## src/rtl/scrambler_pkg.sv

```systemverilog
// -----------------------------------------------------------------------------
// scrambler_pkg
//
// Shared definitions for the 15-bit PRBS byte scrambler.
// Polynomial: 1 + x^14 + x^15.
//
// Contents:
//   SEED_W       - LFSR width. It is fixed by the polynomial and must not be
//                  overridden.
//   TAP_HI/LO    - feedback tap positions in the LFSR state.
//   DEFAULT_SEED - value of the seed register after reset.
//   state_t      - frame sequencer FSM states.
// -----------------------------------------------------------------------------
package scrambler_pkg;

   localparam int SEED_W = 15;

   // Feedback is s[TAP_HI] ^ s[TAP_LO] for the x^15 + x^14 terms.
   localparam int TAP_HI = 14;
   localparam int TAP_LO = 13;

   localparam logic [SEED_W-1:0] DEFAULT_SEED = 15'h00A9;

   typedef enum logic [1:0] {
      IDLE = 2'd0,
      LOAD = 2'd1,
      RUN  = 2'd2
   } state_t;

endpackage : scrambler_pkg

```

## src/rtl/lfsr_byte_step.sv

```systemverilog
// -----------------------------------------------------------------------------
// lfsr_byte_step
//
// Purely combinational step of the PRBS scrambler over one byte. Data is
// processed MSB first over 8 bit-iterations. On each iteration:
//   fb       = s[14] ^ s[13]
//   s        = {s[13:0], fb}
//   out bit  = in bit ^ fb
//
// The same block serves a descrambler controller. XOR with the same keystream
// is its own inverse.
//
// Ports:
//   state      in  SEED_W  LFSR state before the byte
//   data       in  8       input byte
//   next_state out SEED_W  LFSR state after 8 iterations
//   data_out   out 8       input byte XOR keystream byte
// -----------------------------------------------------------------------------
module lfsr_byte_step
   import scrambler_pkg::*;
(
   input  logic [SEED_W-1:0] state,
   input  logic [7:0]        data,
   output logic [SEED_W-1:0] next_state,
   output logic [7:0]        data_out
);

   logic [SEED_W-1:0] s;
   logic              fb;

   // Unrolled by the synthesis tool into an 8-deep XOR network. Bit 7 is
   // handled first so that the keystream leads with the MSB.
   always_comb begin
      s        = state;
      fb       = 1'b0;
      data_out = '0;
      for (int i = 7; i >= 0; i--) begin
         fb          = s[TAP_HI] ^ s[TAP_LO];
         s           = {s[SEED_W-2:0], fb};
         data_out[i] = data[i] ^ fb;
      end
      next_state = s;
   end

endmodule : lfsr_byte_step

```

## src/rtl/scrambler_frame_ctrl.sv

```systemverilog
// -----------------------------------------------------------------------------
// scrambler_frame_ctrl
//
// Frame-level sequencer for the 15-bit PRBS byte scrambler. The block does
// the following:
//   - Reseeds the LFSR at every frame start.
//   - Counts bytes per frame.
//   - Moves one byte per cycle from an upstream valid/ready source to a
//     downstream valid/ready sink through a single output register.
//   - Flags the first and last byte of each frame on the output.
//   - Counts completed frames.
//
// Handshake rule, which applies to both interfaces:
//   A transfer happens on a rising clk edge where valid && ready are both high.
//   Once a producer raises valid, it holds valid and data stable until the
//   transfer happens. ready may depend on valid, but valid never depends on
//   ready.
//
// Optional feature:
//   SCRAMBLER_BYPASS_EN is not defined in the default build. When it is
//   defined, the block gains an input port called bypass. While bypass = 1,
//   out_data carries in_data unchanged. The LFSR, the byte counter and the
//   framing keep advancing, so keystream alignment survives when bypass drops.
//
// Parameters:
//   FRAME_LEN  bytes per frame. The legal range is 2..65535.
//   CNT_W      width of the byte counter and the frame counter.
//
// Ports:
//   clk, rst     clock (rising edge) and asynchronous active-high reset.
//   seed_in      new seed value.
//   seed_load    writes seed_in into the seed register. The new seed is used
//                at the next LOAD.
//   enable       allows frames to start. It is sampled only in IDLE and at
//                the end of a frame.
//   in_valid,
//   in_data,
//   in_ready     upstream byte interface.
//   out_valid,
//   out_data,
//   out_ready    downstream byte interface.
//   out_sof,
//   out_eof      qualify out_data as byte 0 or byte FRAME_LEN-1 of a frame.
//   busy         high whenever the FSM is not in IDLE.
//   frame_cnt    completed frames. Wraps modulo 2^CNT_W.
//   bypass       present only with SCRAMBLER_BYPASS_EN. Passes data through
//                unscrambled.
//   dbg_state    current FSM state, encoded as scrambler_pkg::state_t.
// -----------------------------------------------------------------------------
module scrambler_frame_ctrl
   import scrambler_pkg::*;
#(
   parameter int FRAME_LEN = 188,
   parameter int CNT_W     = 16
) (
   input  logic              clk,
   input  logic              rst,
   input  logic [SEED_W-1:0] seed_in,
   input  logic              seed_load,
   input  logic              enable,
   input  logic              in_valid,
   input  logic [7:0]        in_data,
   output logic              in_ready,
   output logic              out_valid,
   output logic [7:0]        out_data,
   input  logic              out_ready,
   output logic              out_sof,
   output logic              out_eof,
   output logic              busy,
   output logic [CNT_W-1:0]  frame_cnt,
`ifdef SCRAMBLER_BYPASS_EN
   input  logic              bypass,
`endif
   output logic [1:0]        dbg_state
);

   localparam logic [CNT_W-1:0] LAST_IDX = CNT_W'(FRAME_LEN - 1);

   state_t            state_q;
   state_t            state_d;

   logic [SEED_W-1:0] seed_reg_q;
   logic [SEED_W-1:0] lfsr_q;
   logic [SEED_W-1:0] lfsr_step;
   logic [CNT_W-1:0]  byte_cnt_q;
   logic [CNT_W-1:0]  frame_cnt_q;

   logic [7:0]        scr_data;
   logic [7:0]        out_byte;
   logic [7:0]        out_data_q;
   logic              out_valid_q;
   logic              out_sof_q;
   logic              out_eof_q;

   logic              in_ready_c;
   logic              accept;
   logic              last_byte;

   assign accept    = in_valid && in_ready_c;
   assign last_byte = (byte_cnt_q == LAST_IDX);

   // --------------------------------------------------------------------------
   // Keystream step for the byte currently offered upstream.
   // --------------------------------------------------------------------------
   lfsr_byte_step u_step (
      .state      (lfsr_q),
      .data       (in_data),
      .next_state (lfsr_step),
      .data_out   (scr_data)
   );

`ifdef SCRAMBLER_BYPASS_EN
   // Only the data path is muxed. The LFSR still takes lfsr_step on every
   // accept, so the keystream stays aligned with the frame.
   assign out_byte = bypass ? in_data : scr_data;
`else
   assign out_byte = scr_data;
`endif

   // --------------------------------------------------------------------------
   // FSM: state register
   // --------------------------------------------------------------------------
   always_ff @(posedge clk or posedge rst) begin
      if (rst) begin
         state_q <= IDLE;
      end else begin
         state_q <= state_d;
      end
   end

   // --------------------------------------------------------------------------
   // FSM: next state
   // --------------------------------------------------------------------------
   // enable is looked at only in IDLE and on the last accept of a frame. A
   // frame that has started always runs to completion.
   always_comb begin
      state_d = state_q;
      case (state_q)
         IDLE: begin
            if (enable) begin
               state_d = LOAD;
            end
         end
         LOAD: begin
            state_d = RUN;
         end
         RUN: begin
            if (accept && last_byte) begin
               state_d = enable ? LOAD : IDLE;
            end
         end
         default: begin
            state_d = IDLE;
         end
      endcase
   end

   // --------------------------------------------------------------------------
   // FSM: outputs
   // --------------------------------------------------------------------------
   // In RUN, the single output register can take a new byte in either case:
   //   - it is empty, or
   //   - it is being emptied this same cycle.
   // This gives full throughput without a skid buffer.
   always_comb begin
      in_ready_c = 1'b0;
      busy       = (state_q != IDLE);
      dbg_state  = state_q;
      if (state_q == RUN) begin
         in_ready_c = !out_valid_q || out_ready;
      end
   end

   assign in_ready = in_ready_c;

   // --------------------------------------------------------------------------
   // Seed register
   // --------------------------------------------------------------------------
   // If seed_load coincides with LOAD, LOAD copies the old value because both
   // registers update on the same edge. The new seed lands in the next frame.
   always_ff @(posedge clk or posedge rst) begin
      if (rst) begin
         seed_reg_q <= DEFAULT_SEED;
      end else if (seed_load) begin
         seed_reg_q <= seed_in;
      end
   end

   // --------------------------------------------------------------------------
   // LFSR, byte counter and frame counter
   // --------------------------------------------------------------------------
   // A zero seed keeps the LFSR at zero, so the keystream is all zeros. This
   // is a legal mode and is not flagged.
   always_ff @(posedge clk or posedge rst) begin
      if (rst) begin
         lfsr_q      <= '0;
         byte_cnt_q  <= '0;
         frame_cnt_q <= '0;
      end else if (state_q == LOAD) begin
         lfsr_q     <= seed_reg_q;
         byte_cnt_q <= '0;
      end else if (accept) begin
         lfsr_q     <= lfsr_step;
         byte_cnt_q <= byte_cnt_q + CNT_W'(1);
         if (last_byte) begin
            frame_cnt_q <= frame_cnt_q + CNT_W'(1);
         end
      end
   end

   assign frame_cnt = frame_cnt_q;

   // --------------------------------------------------------------------------
   // Output register
   // --------------------------------------------------------------------------
   // The output register is not gated by the FSM state. A byte held at frame
   // end therefore drains during LOAD or IDLE.
   //
   // When out_valid drops, out_data, out_sof and out_eof keep their last
   // values. Downstream must qualify them with out_valid.
   always_ff @(posedge clk or posedge rst) begin
      if (rst) begin
         out_valid_q <= 1'b0;
         out_data_q  <= '0;
         out_sof_q   <= 1'b0;
         out_eof_q   <= 1'b0;
      end else if (accept) begin
         out_valid_q <= 1'b1;
         out_data_q  <= out_byte;
         out_sof_q   <= (byte_cnt_q == '0);
         out_eof_q   <= last_byte;
      end else if (out_valid_q && out_ready) begin
         out_valid_q <= 1'b0;
      end
   end

   assign out_valid = out_valid_q;
   assign out_data  = out_data_q;
   assign out_sof   = out_sof_q;
   assign out_eof   = out_eof_q;

endmodule : scrambler_frame_ctrl

```

## config.mk

```make
export PLATFORM = sky130hd
export DESIGN_NAME = scrambler_frame_ctrl
export DESIGN_NICKNAME = d
export VERILOG_FILES = /design/src/rtl/scrambler_pkg.sv /design/src/rtl/lfsr_byte_step.sv /design/src/rtl/scrambler_frame_ctrl.sv
export SDC_FILE = /design/constraint.sdc
export NUM_CORES = 1
export LEC_CHECK = 0
export CAP_MARGIN = 20
export CORE_ASPECT_RATIO = 0.5
export CORE_MARGIN = 2
export CORE_UTILIZATION = 53
export DETAILED_ROUTE_END_ITERATION = 16
export PLACE_DENSITY = 0.79
export SETUP_SLACK_MARGIN = 0.05
export SLEW_MARGIN = 20
export SYNTH_ARGS = -nofsm -noshare
export SYNTH_HDL_FRONTEND = slang
export SYNTH_HIERARCHICAL = 1
export SYNTH_SLANG_ARGS = --single-unit
```

## constraint.sdc

```tcl
create_clock -name clk -period 5.6 [get_ports clk]
set_clock_uncertainty 0.2 [all_clocks]
set_input_delay 0.56 -clock clk [delete_from_list [all_inputs] [get_ports clk]]
set_output_delay 0.56 -clock clk [all_outputs]
set_load 0.02 [all_outputs]
```

---- Word-level counts from Yosys, hierarchy flattened ----
Cells that the tools add are included.
word-level totals
  register bits ........................... 75
  output and inout port bits .............. 31
cells by class
  eq/ne operators ......................... 5
  mux-type cells .......................... 11
  reduce and logical (&&, ||, !) cells .... 12
  add/sub/neg operators ................... 2
  bitwise operators ....................... 17
operators with widths
  operator                                              count
  adder 16 x 1 -> 16 bit, second input constant         2
  two-way mux 16 bit                                    2
  two-way mux 15 bit                                    2
  equality test 16 x 8 -> 1 bit, second input constant  1
  logical NOT 16 bit                                    1
  XOR 1 bit                                             16
  case mux 2 bit (3 select lines)                       1
  nonzero test 2 bit                                    3
  two-way mux 1 bit                                     4
  two-way mux 2 bit                                     2
  != test 2 bit, second input constant                  2
  logical AND 1 bit                                     3
  AND reduction 3 bit                                   1
  equality test 2 x 1 -> 1 bit, second input constant   1
  equality test 2 bit, second input constant            1
  logical NOT 2 bit                                     1
  AND reduction 2 bit                                   1
  logical NOT 1 bit                                     1
  logical OR 1 bit                                      1
  inverter 1 bit                                        1

---- Logic depth before layout (Yosys ltp) ----
Gate-level depths: netlist (run 1).
  word-level depth ........................ 7
  gate-level depth with buffers ........... 6

---- Cells and area by module ----
Netlist (run 1), hierarchy kept.
by module, submodules not included
  module                area an instance (sq um)  cells an instance  times used
  scrambler_frame_ctrl  3,440.8                   317                1
  lfsr_byte_step        325.3                     25                 1

---- Worst setup path before layout (run 1) ----
Ideal clock, no wire load.
  kind .................................... input to output
  from .................................... in out_ready
  to ...................................... out in_ready
  arrival time ............................ 1.144 ns
  stages .................................. 3
  slack ................................... 3.696 ns
  path buffers ............................ 1
  cells stage by stage .................... nor2b_1 clkbuf_1 nor2_1
between the ends
  longest elaborated chain between the ends .. 2
RTL lines
  element            line                         text
  start, declared    scrambler_frame_ctrl.sv:66   input logic out_ready,
  logical OR 1 bit   scrambler_frame_ctrl.sv:170  in_ready_c = !out_valid_q || out_ready;
  two-way mux 1 bit  scrambler_frame_ctrl.sv:169  if (state_q == RUN) begin
  end, declared      scrambler_frame_ctrl.sv:63   output logic in_ready,
Every way passes these cells.

---- Worst setup path after layout (run 1) ----
Ends and elaborated chain as after synthesis.

==> flow_metrics.env, run 1 <==
export IMPL_status="completed"
export IMPL_area_growth_pct=23.3
export IMPL_crit_top_cell="clkdlybuf4s50_1"
export IMPL_cts_made_buffers=9
export IMPL_rsz0062_at_grt="no"
export IMPL_synth_edf_count=0
export IMPL_synth_top_area_share_pct=47.2
export IMPL_initial_core_util_pct=55.6
export IMPL_drv_cap=0
export IMPL_vias=2696
export IMPL_worst_r2r_startpoint="dbg_state[0]"
export IMPL_critPathRequiredTime_ns=4.84
export IMPL_placed_area_um2=4370
export IMPL_dp_hpwl_um=5260
export IMPL_ff_latch_area_um2=1880
export IMPL_ys_seq_area_share_pct=50.0
export IMPL_ir_drop_uv=185
export IMPL_crit_fanout=7
export IMPL_timing_final_crit_share_pct=52.8
export IMPL_die_y_um=63.6
export IMPL_wl_um=7440
export IMPL_layout_commonest_cell="nand2_1"
export IMPL_synth_fp_nets=374
export IMPL_post_cts_setup_buffers=0
export IMPL_fin_tns_setup_ns=0
export IMPL_synth_area_leader_cell="dfrtp_1"
export IMPL_wl_per_cell_um=15.2
export IMPL_ios=60
export IMPL_whs_path_depth=2
export IMPL_coreArea_um2=6780
export IMPL_postCtsHoldBufs=0
export IMPL_overflow=0
export IMPL_setup_viol=0
export IMPL_grt_max_degree=76
export IMPL_cts_resized=0
export IMPL_crit_slowest_cell="clkdlybuf4s50_1"
export IMPL_hold_ws_ns=0.276
export IMPL_grt_antenna_before_repair=0
export IMPL_cts_root_buffer="clkbuf_16"
export IMPL_synthFlopType="dfrtp_1"
export IMPL_clock_latency_ns=0.34
export IMPL_min_path_type="flip-flop to flip-flop"
export IMPL_drtPass1Iterations=4
export IMPL_max_slew_margin_rel_pct=38.7
export IMPL_h_tree_depth=3
export IMPL_place_gp_congestion=0.810
export IMPL_fp_row_count=21
export IMPL_syn_area_um2=3770
export IMPL_die_x_um=123
export IMPL_min_from="out_data[5]"
export IMPL_power_density_nw_per_um2=279
export IMPL_cts_sinks=75
export IMPL_tightest_slew_ns=0.920
export IMPL_final_area_um2=4640
export IMPL_synth_seq_cells=75
export IMPL_synthTopCellsByArea="dfrtp_1, nand2_1, xor2_1"
export IMPL_synthArstFlopShare_pct=100
export IMPL_antenna_cells=0
export IMPL_multi_input_area_um2=1730
export IMPL_fin_nets=424
export IMPL_cp_arrival_ns=2.20
export IMPL_p_leak_nw=2.24
export IMPL_via_per_inst=5.51
export IMPL_crit_start="out_ready"
export IMPL_fin_crit_ns=2.96
export IMPL_end_kind="output pin"
export IMPL_fmax_mhz=338
export IMPL_drive_above_1_share_pct=13.1
export IMPL_grt_pass1_wl_um=13300
export IMPL_reg2reg_depth=4
export IMPL_die_area_um2=7840
export IMPL_io_buffers=59
export IMPL_cts_buffer_depth=2
export IMPL_slew_viol_final=0
export IMPL_ant_nets=0
export IMPL_reg2reg_slack_ns=3.46
export IMPL_hold_violations=0
export IMPL_cts_tree="done"
export IMPL_grtUsageTotal_pct=22.2
export IMPL_criticalPathCategory="input port to output pin"
export IMPL_start_kind="input port"
export IMPL_slowest_delay_ns=0.56
export IMPL_worstPathCellList="clkdlybuf4s50_1 -> nor2b_1 -> nor2_1 -> clkdlybuf4s50_1"
export IMPL_drc=0
export IMPL_syn_avg_cell_area_um2=11.0
export IMPL_fillers=510
export IMPL_path_clk_slew_ns=0.05
export IMPL_synth_cell_type_count=43
export IMPL_synth_warnings=6
export IMPL_syn_inst=342
export IMPL_drt_iter0_drc=212
export IMPL_grt_pass1_vias=2858
export IMPL_mostFrequentLayoutCells="nand2_1, dfrtp_1, clkdlybuf4s50_1"
## layout make-up
class	count	area share [%]
clock inverters	2	0.216
inverters	7	0.566
flip-flops and latches	75	40.5
clock buffers	14	5.68
well taps	92	2.48
multi-input cells	237	37.3
repair buffers	62	13.2
## registers in the layout (all words and copies together), names as in the netlist
register / cells
byte_cnt_q: 16
lfsr_q: 15
out_valid: 1
out_data: 8
dbg_state: 2
out_sof: 1
seed_reg_q: 15
out_eof: 1
frame_cnt: 16
## Yosys cell counts, types with 7 or more instances
library cell / instances
nand2_1: 74
dfrtp_1: 71
xor2_1: 23
mux2_2: 16
a22oi_1: 15
nor2_1: 12
nand3_1: 10
nor4_1: 9
buf_4: 8
clkbuf_1: 8
xor3_1: 8
inv_1: 7
## worst paths after layout
path | endpoint
max | in_ready
min | out_data[5]
max reg2reg | lfsr_q[14]
min reg2reg | out_data[5]
max in group asynchronous | lfsr_q[3]
min in group asynchronous | out_valid
## critical path, delay by kind of cell
| family | cells | cell delay (ns) |
|---|---|---|
| buffers and inverters | 2 | 0.98 |
| and+or+nand+nor | 2 | 0.65 |
## logic make-up (layout without fill, tap and decap cells)
family / after synthesis / after routing / synth area share (%)
adders and majority gates: 3 / 3 / 0.997
xor gates and xnor gates: 37 / 37 / 11.8
muxes: 20 / 20 / 5.85
AOI/OAI and AO/OA: 30 / 30 / 5.91
DFF: 75 / 75 / 50.0
and+or+nand+nor: 147 / 147 / 21.5
buffers and inverters: 30 / 85 / 3.99
## layer usage
layer	vias to the layer above	routed length [um]	track usage, %
met5	-	0	0
met3	11	325	6.79
met1	1338	3170	27.4
met4	0	118	9.09
met2	64	3830	36.5
li1	1283	-	-
## per-stage QoR
| step | std cells | utilization, % | setup slack (ns) | total power, mW |
|---|---|---|---|---|
| 2_1_floorplan | 342 | - | 2.94 | 0.712 |
| 3_3_place_gp | 473 | 64.5 | 2.64 | 0.769 |
| 3_5_place_dp | 473 | 64.5 | 2.62 | 0.776 |
| 4_1_cts | 489 | 68.5 | 2.63 | 1.31 |
| 5_1_grt | 489 | 68.5 | 2.50 | 1.36 |
| 6_report | 489 | 68.5 | 2.64 | 1.30 |
## power by group
part,internal [mW],total [mW],switching [mW]
Combinational,0.0728,0.147,0.0742
Sequential,0.582,0.620,0.0381
Clock,0.323,0.531,0.208
Note: power is estimated with default switching activity, not from simulation.
==> inputs of run 2 (changes only) <==
Settings changed: CORE_UTILIZATION 53 to 48, PLACE_DENSITY 0.79 to 0.76.
Clock period 5.6 ns to 2.68 ns, I/O delays scaled along.
==> flow_metrics.env, run 2 (synthesis gave the netlist of run 1 again) <==
export IMPL_status="completed"
export IMPL_reg2reg_slack_ns=0.62
export IMPL_critPathBufInv=1
export IMPL_io_buffers=59
export IMPL_fin_crit_ns=2.43
export IMPL_end_kind="output pin"
export IMPL_use_met1_pct=25.6
export IMPL_max_slew_margin_rel_pct=53.2
export IMPL_timing_final_crit_share_pct=90.8
export IMPL_cts_tree="done"
export IMPL_layout_commonest_cell="nand2_1"
export IMPL_initial_core_util_pct=50.5
export IMPL_slowest_delay_ns=0.63
export IMPL_crit_slowest_cell="clkdlybuf4s50_1"
export IMPL_h_tree_depth=3
export IMPL_fmax_mhz=411
export IMPL_grt_pass1_vias=2838
export IMPL_final_cells=510
export IMPL_clock_latency_ns=0.33
export IMPL_cts_resized=0
export IMPL_placed_cells=494
export IMPL_drive_above_1_share_pct=14.7
export IMPL_min_path_type="input port to async pin"
export IMPL_criticalPathCategory="flip-flop to output pin"
export IMPL_start_kind="flip-flop"
export IMPL_tightest_slew_ns=0.701
export IMPL_die_area_um2=8610
export IMPL_cts_sinks=75
export IMPL_antenna_cells=0
export IMPL_drv_cap=0
export IMPL_wl_um=8000
export IMPL_cp_arrival_ns=1.97
export IMPL_cts_buffer_depth=2
export IMPL_hold_violations=0
export IMPL_ir_drop_uv=346
export IMPL_ant_nets=0
export IMPL_fin_nets=429
export IMPL_power_density_nw_per_um2=600
export IMPL_dp_hpwl_um=5580
export IMPL_p_switching_uw=721
export IMPL_grt_busiest_layer="met2"
export IMPL_p_leak_nw=2.27
export IMPL_place_gp_congestion=0.909
export IMPL_grt_max_degree=34
export IMPL_grt_antenna_before_repair=0
export IMPL_p_clk_share_pct=43.1
export IMPL_area_growth_pct=25.9
export IMPL_cts_root_buffer="clkbuf_16"
export IMPL_fin_tns_setup_ns=0
export IMPL_overflow=0
export IMPL_drc=0
export IMPL_via_per_inst=5.37
export IMPL_grtUsageTotal_pct=20.7
export IMPL_pwr_share_comb_pct=11.3
export IMPL_mostFrequentLayoutCells="nand2_1, dfrtp_1, clkdlybuf4s50_1"
export IMPL_critPathRequiredTime_ns=2.21
export IMPL_fp_row_count=22
export IMPL_die_x_um=129
export IMPL_critPathTopFamily="buffers and inverters"
export IMPL_crit_fanout=8
export IMPL_p_int_mw=2.13
export IMPL_grt_pass1_wl_um=13600
export IMPL_cts_made_buffers=9
export IMPL_path_clk_slew_ns=0.06
export IMPL_drt_iter0_drc=270
export IMPL_coreArea_um2=7460
export IMPL_vias=2740
export IMPL_die_y_um=66.6
export IMPL_wl_per_cell_um=15.7
export IMPL_final_area_um2=4740
export IMPL_drtPass1Iterations=5
export IMPL_rsz0062_at_grt="no"
export IMPL_worstPathCellList="nand2b_1 -> nor2_1 -> clkdlybuf4s50_1"
export IMPL_setup_viol=0
export IMPL_slew_viol_final=0
export IMPL_grtUsageMet2_pct=34.9
export IMPL_placed_area_um2=4440
export IMPL_p_total_mw=2.85
export IMPL_post_cts_setup_buffers=0
export IMPL_grtUsageMet3_pct=5.62
export IMPL_swShare_pct=25.3
export IMPL_postCtsHoldBufs=0
export IMPL_ios=60
export IMPL_power_frac_seq_pct=45.6
## run 2: stage by stage
step	util (%)	hold WS (ns)	worst slack, ns
finish	63.6	0.167	0.247
global route	63.6	0.219	0.190
CTS	63.6	0.185	0.250
detailed placement	59.5	0.270	0.442
global placement	59.5	0.255	0.543
floorplan	-	0.211	0.309
## run 2: area by class of cell
class,count,area [um^2]
Tap cell,108,135
Multi-Input combinational cell,237,1730
Fill cell,585,2720
Clock buffer,11,243
Clock inverter,5,60.1
Inverter,7,26.3
Sequential cell,75,1880
Timing Repair Buffer,67,663
## run 2: path summary, 6_finish.rpt
| kind | from | end | depth (start not counted) |
|---|---|---|---|
| setup / recovery | dbg_state[0] | in_ready | 3 |
| hold / removal | rst | lfsr_q[4] | 2 |
| setup reg to reg | byte_cnt_q[11] | frame_cnt[1] | 4 |
| hold reg to reg | frame_cnt[15] | frame_cnt[15] | 1 |
| max in group asynchronous | rst | lfsr_q[13] | 3 |
| min in group clk | frame_cnt[15] | frame_cnt[15] | 1 |
## run 2: per-layer routing
metal / routed length (um) / part of all wire [%]
met1: 3520 / 44
met2: 4100 / 51
met3: 286 / 3.6
met4: 93 / 1.2
met5: 0 / 0
## run 2: power by group through the flow
stage | Sequential [mW] | Combinational [mW] | Clock (mW)
2_1_floorplan | 1.32 | 0.169 | 0
3_3_place_gp | 1.31 | 0.309 | 0
3_5_place_dp | 1.32 | 0.323 | 0
4_1_cts | 1.30 | 0.326 | 1.26
5_1_grt | 1.31 | 0.357 | 1.31
6_report | 1.30 | 0.321 | 1.23
==> inputs of run 3 (changes only) <==
Settings changed: ABC_AREA set to 1, CAP_MARGIN 20 to 0, CORE_UTILIZATION 48 to 49, SKIP_CTS_REPAIR_TIMING set to 1.
==> flow_metrics.env, run 3 <==
export IMPL_area_growth_pct=23.5
export IMPL_dp_hpwl_um=5810
export IMPL_vias=3513
export IMPL_worst_r2r_startpoint="dbg_state[0]"
export IMPL_synth_top_area_share_pct=44.1
export IMPL_synth_seq_cells=75
export IMPL_overflow=0
export IMPL_path_clk_slew_ns=0.05
export IMPL_p_clk_share_pct=44.0
export IMPL_syn_inst=539
export IMPL_cts_sinks=75
export IMPL_ys_seq_area_share_pct=46.8
export IMPL_drt_iter0_drc=225
export IMPL_ir_drop_uv=352
export IMPL_cts_root_buffer="clkbuf_16"
export IMPL_clock_latency_ns=0.34
export IMPL_h_tree_depth=3
export IMPL_fin_crit_ns=2.17
export IMPL_synthArstFlopShare_pct=100
export IMPL_synthTopCellsByCount="nand2_1, dfrtp_1, nor2_1"
export IMPL_start_kind="flip-flop"
export IMPL_syn_area_um2=4030
export IMPL_slew_viol_final=0
export IMPL_status="completed"
export IMPL_fin_nets=623
export IMPL_setup_viol=0
export IMPL_initial_core_util_pct=50.5
export IMPL_cts_made_buffers=9
export IMPL_p_int_mw=2.24
export IMPL_rsz0062_at_grt="no"
export IMPL_critPathRequiredTime_ns=2.69
export IMPL_drive_above_1_share_pct=8.22
export IMPL_fin_tns_setup_ns=0
export IMPL_die_area_um2=9000
export IMPL_place_gp_congestion=0.868
export IMPL_syn_avg_cell_area_um2=7.47
export IMPL_grt_max_degree=76
export IMPL_ios=60
export IMPL_grt_antenna_before_repair=0
export IMPL_synthTopCellsByArea="dfrtp_1, nand2_1, nand3_1"
export IMPL_pwr_share_comb_pct=12.4
export IMPL_fmax_mhz=462
export IMPL_synth_warnings=6
export IMPL_drtPass1Iterations=4
export IMPL_p_switching_uw=742
export IMPL_mostFrequentLayoutCells="nand2_1, dfrtp_1, clkdlybuf4s50_1"
export IMPL_synth_area_leader_cell="dfrtp_1"
export IMPL_timing_final_crit_share_pct=80.8
export IMPL_antenna_cells=0
export IMPL_power_frac_seq_pct=43.6
export IMPL_cts_buffer_depth=2
export IMPL_io_buffers=59
export IMPL_grt_pass1_vias=3270
export IMPL_die_x_um=132
export IMPL_crit_fanout=17
export IMPL_power_density_nw_per_um2=601
export IMPL_synthFlopType="dfrtp_1"
export IMPL_end_kind="flip-flop"
export IMPL_synth_cell_type_count=28
export IMPL_cts_tree="done"
export IMPL_tightest_slew_ns=0.768
export IMPL_wl_per_cell_um=11.9
export IMPL_via_per_inst=4.96
export IMPL_hold_ws_ns=0.144
export IMPL_cp_arrival_ns=2.18
export IMPL_synth_edf_count=0
export IMPL_reg2reg_depth=7
export IMPL_synth_most_common_cell="nand2_1"
export IMPL_wl_um=8420
export IMPL_layout_commonest_cell="nand2_1"
export IMPL_criticalPathCategory="flip-flop to flip-flop"
export IMPL_reg2reg_slack_ns=0.51
export IMPL_grt_pass1_wl_um=14600
export IMPL_coreArea_um2=7970
export IMPL_drv_cap=0
export IMPL_grtUsageTotal_pct=20.5
export IMPL_drc=0
export IMPL_min_path_type="input port to async pin"
export IMPL_die_y_um=68.1
export IMPL_ant_nets=0
export IMPL_r2r_end="byte_cnt_q[0]"
export IMPL_fp_row_count=23
export IMPL_swShare_pct=24.8
export IMPL_p_leak_nw=2.48
export IMPL_synth_fp_nets=571
export IMPL_hold_violations=0
export IMPL_max_slew_margin_rel_pct=48.7
==> run 3: kinds of logic (layout without fill, tap and decap cells) <==
group,after synthesis,after routing,synth area share [%]
and+or+nand+nor,323,323,33.2
buffers and inverters,80,137,9.11
DFF,75,75,46.8
AOI/OAI and AO/OA,44,44,6.50
xor gates and xnor gates,7,7,1.52
muxes,7,7,1.96
adders and majority gates,3,3,0.933
==> run 3: critical path: stages, from the launching register on <==
cell     delay (ns)
dfrtp_1        0.42
inv_2          0.08
nor2_2         0.59
inv_2          0.29
nand2_1        0.17
inv_2          0.14
nor2_1         0.11
a21oi_1        0.04
==> run 3: power groups by stage <==
stage	clock (mW)	combinational [mW]	sequential [mW]
floorplan	0	0.214	1.32
global placement	0	0.364	1.32
detailed placement	0	0.372	1.32
CTS	1.33	0.375	1.30
global route	1.39	0.429	1.32
finish	1.31	0.370	1.30
==> run 3: metal layers <==
metal  part of all wire (%)  vias to the layer above  wire length (um)  global-route usage, %
met5                      0                        -                 0                      0
met4                    1.8                        0               153                   6.99
met3                    4.1                       13               349                   4.89
met2                     46                       62              3870                   36.4
met1                     48                     1628              4040                   25.4
li1                       -                     1810                 -                      -
==> run 3: layout make-up <==
class | instances | area (um^2)
Sequential cell | 75 | 1880
Clock buffer | 11 | 253
Timing Repair Buffer | 61 | 618
Clock inverter | 5 | 75.1
Multi-Input combinational cell | 384 | 1780
Inverter | 60 | 226
Fill cell | 716 | 3000
Tap cell | 112 | 140
==> run 3: worst max-delay path by stage <==
stage	slack, ns	cells past startpoint	endpoint	from
final	0.51	7	byte_cnt_q[0]	dbg_state[0]
after global routing	0.30	7	byte_cnt_q[0]	dbg_state[0]
after CTS	0.50	7	byte_cnt_q[0]	dbg_state[0]
after detailed placement	0.44	9	frame_cnt[4]	out_ready
after global placement	0.51	9	frame_cnt[8]	out_ready
after floorplan	0.31	1	byte_cnt_q[0]	rst
==> run 3: through the flow <==
stage	std cells	setup WS [ns]	area, um^2	total power, mW	utilization [%]
4_1_cts	708	0.495	4970	3.01	62.4
5_1_grt	708	0.296	4970	3.13	62.4
2_1_floorplan	539	0.309	4030	1.54	-
6_report	708	0.514	4970	2.99	62.4
3_3_place_gp	692	0.513	4640	1.68	58.2
3_5_place_dp	692	0.440	4640	1.69	58.2
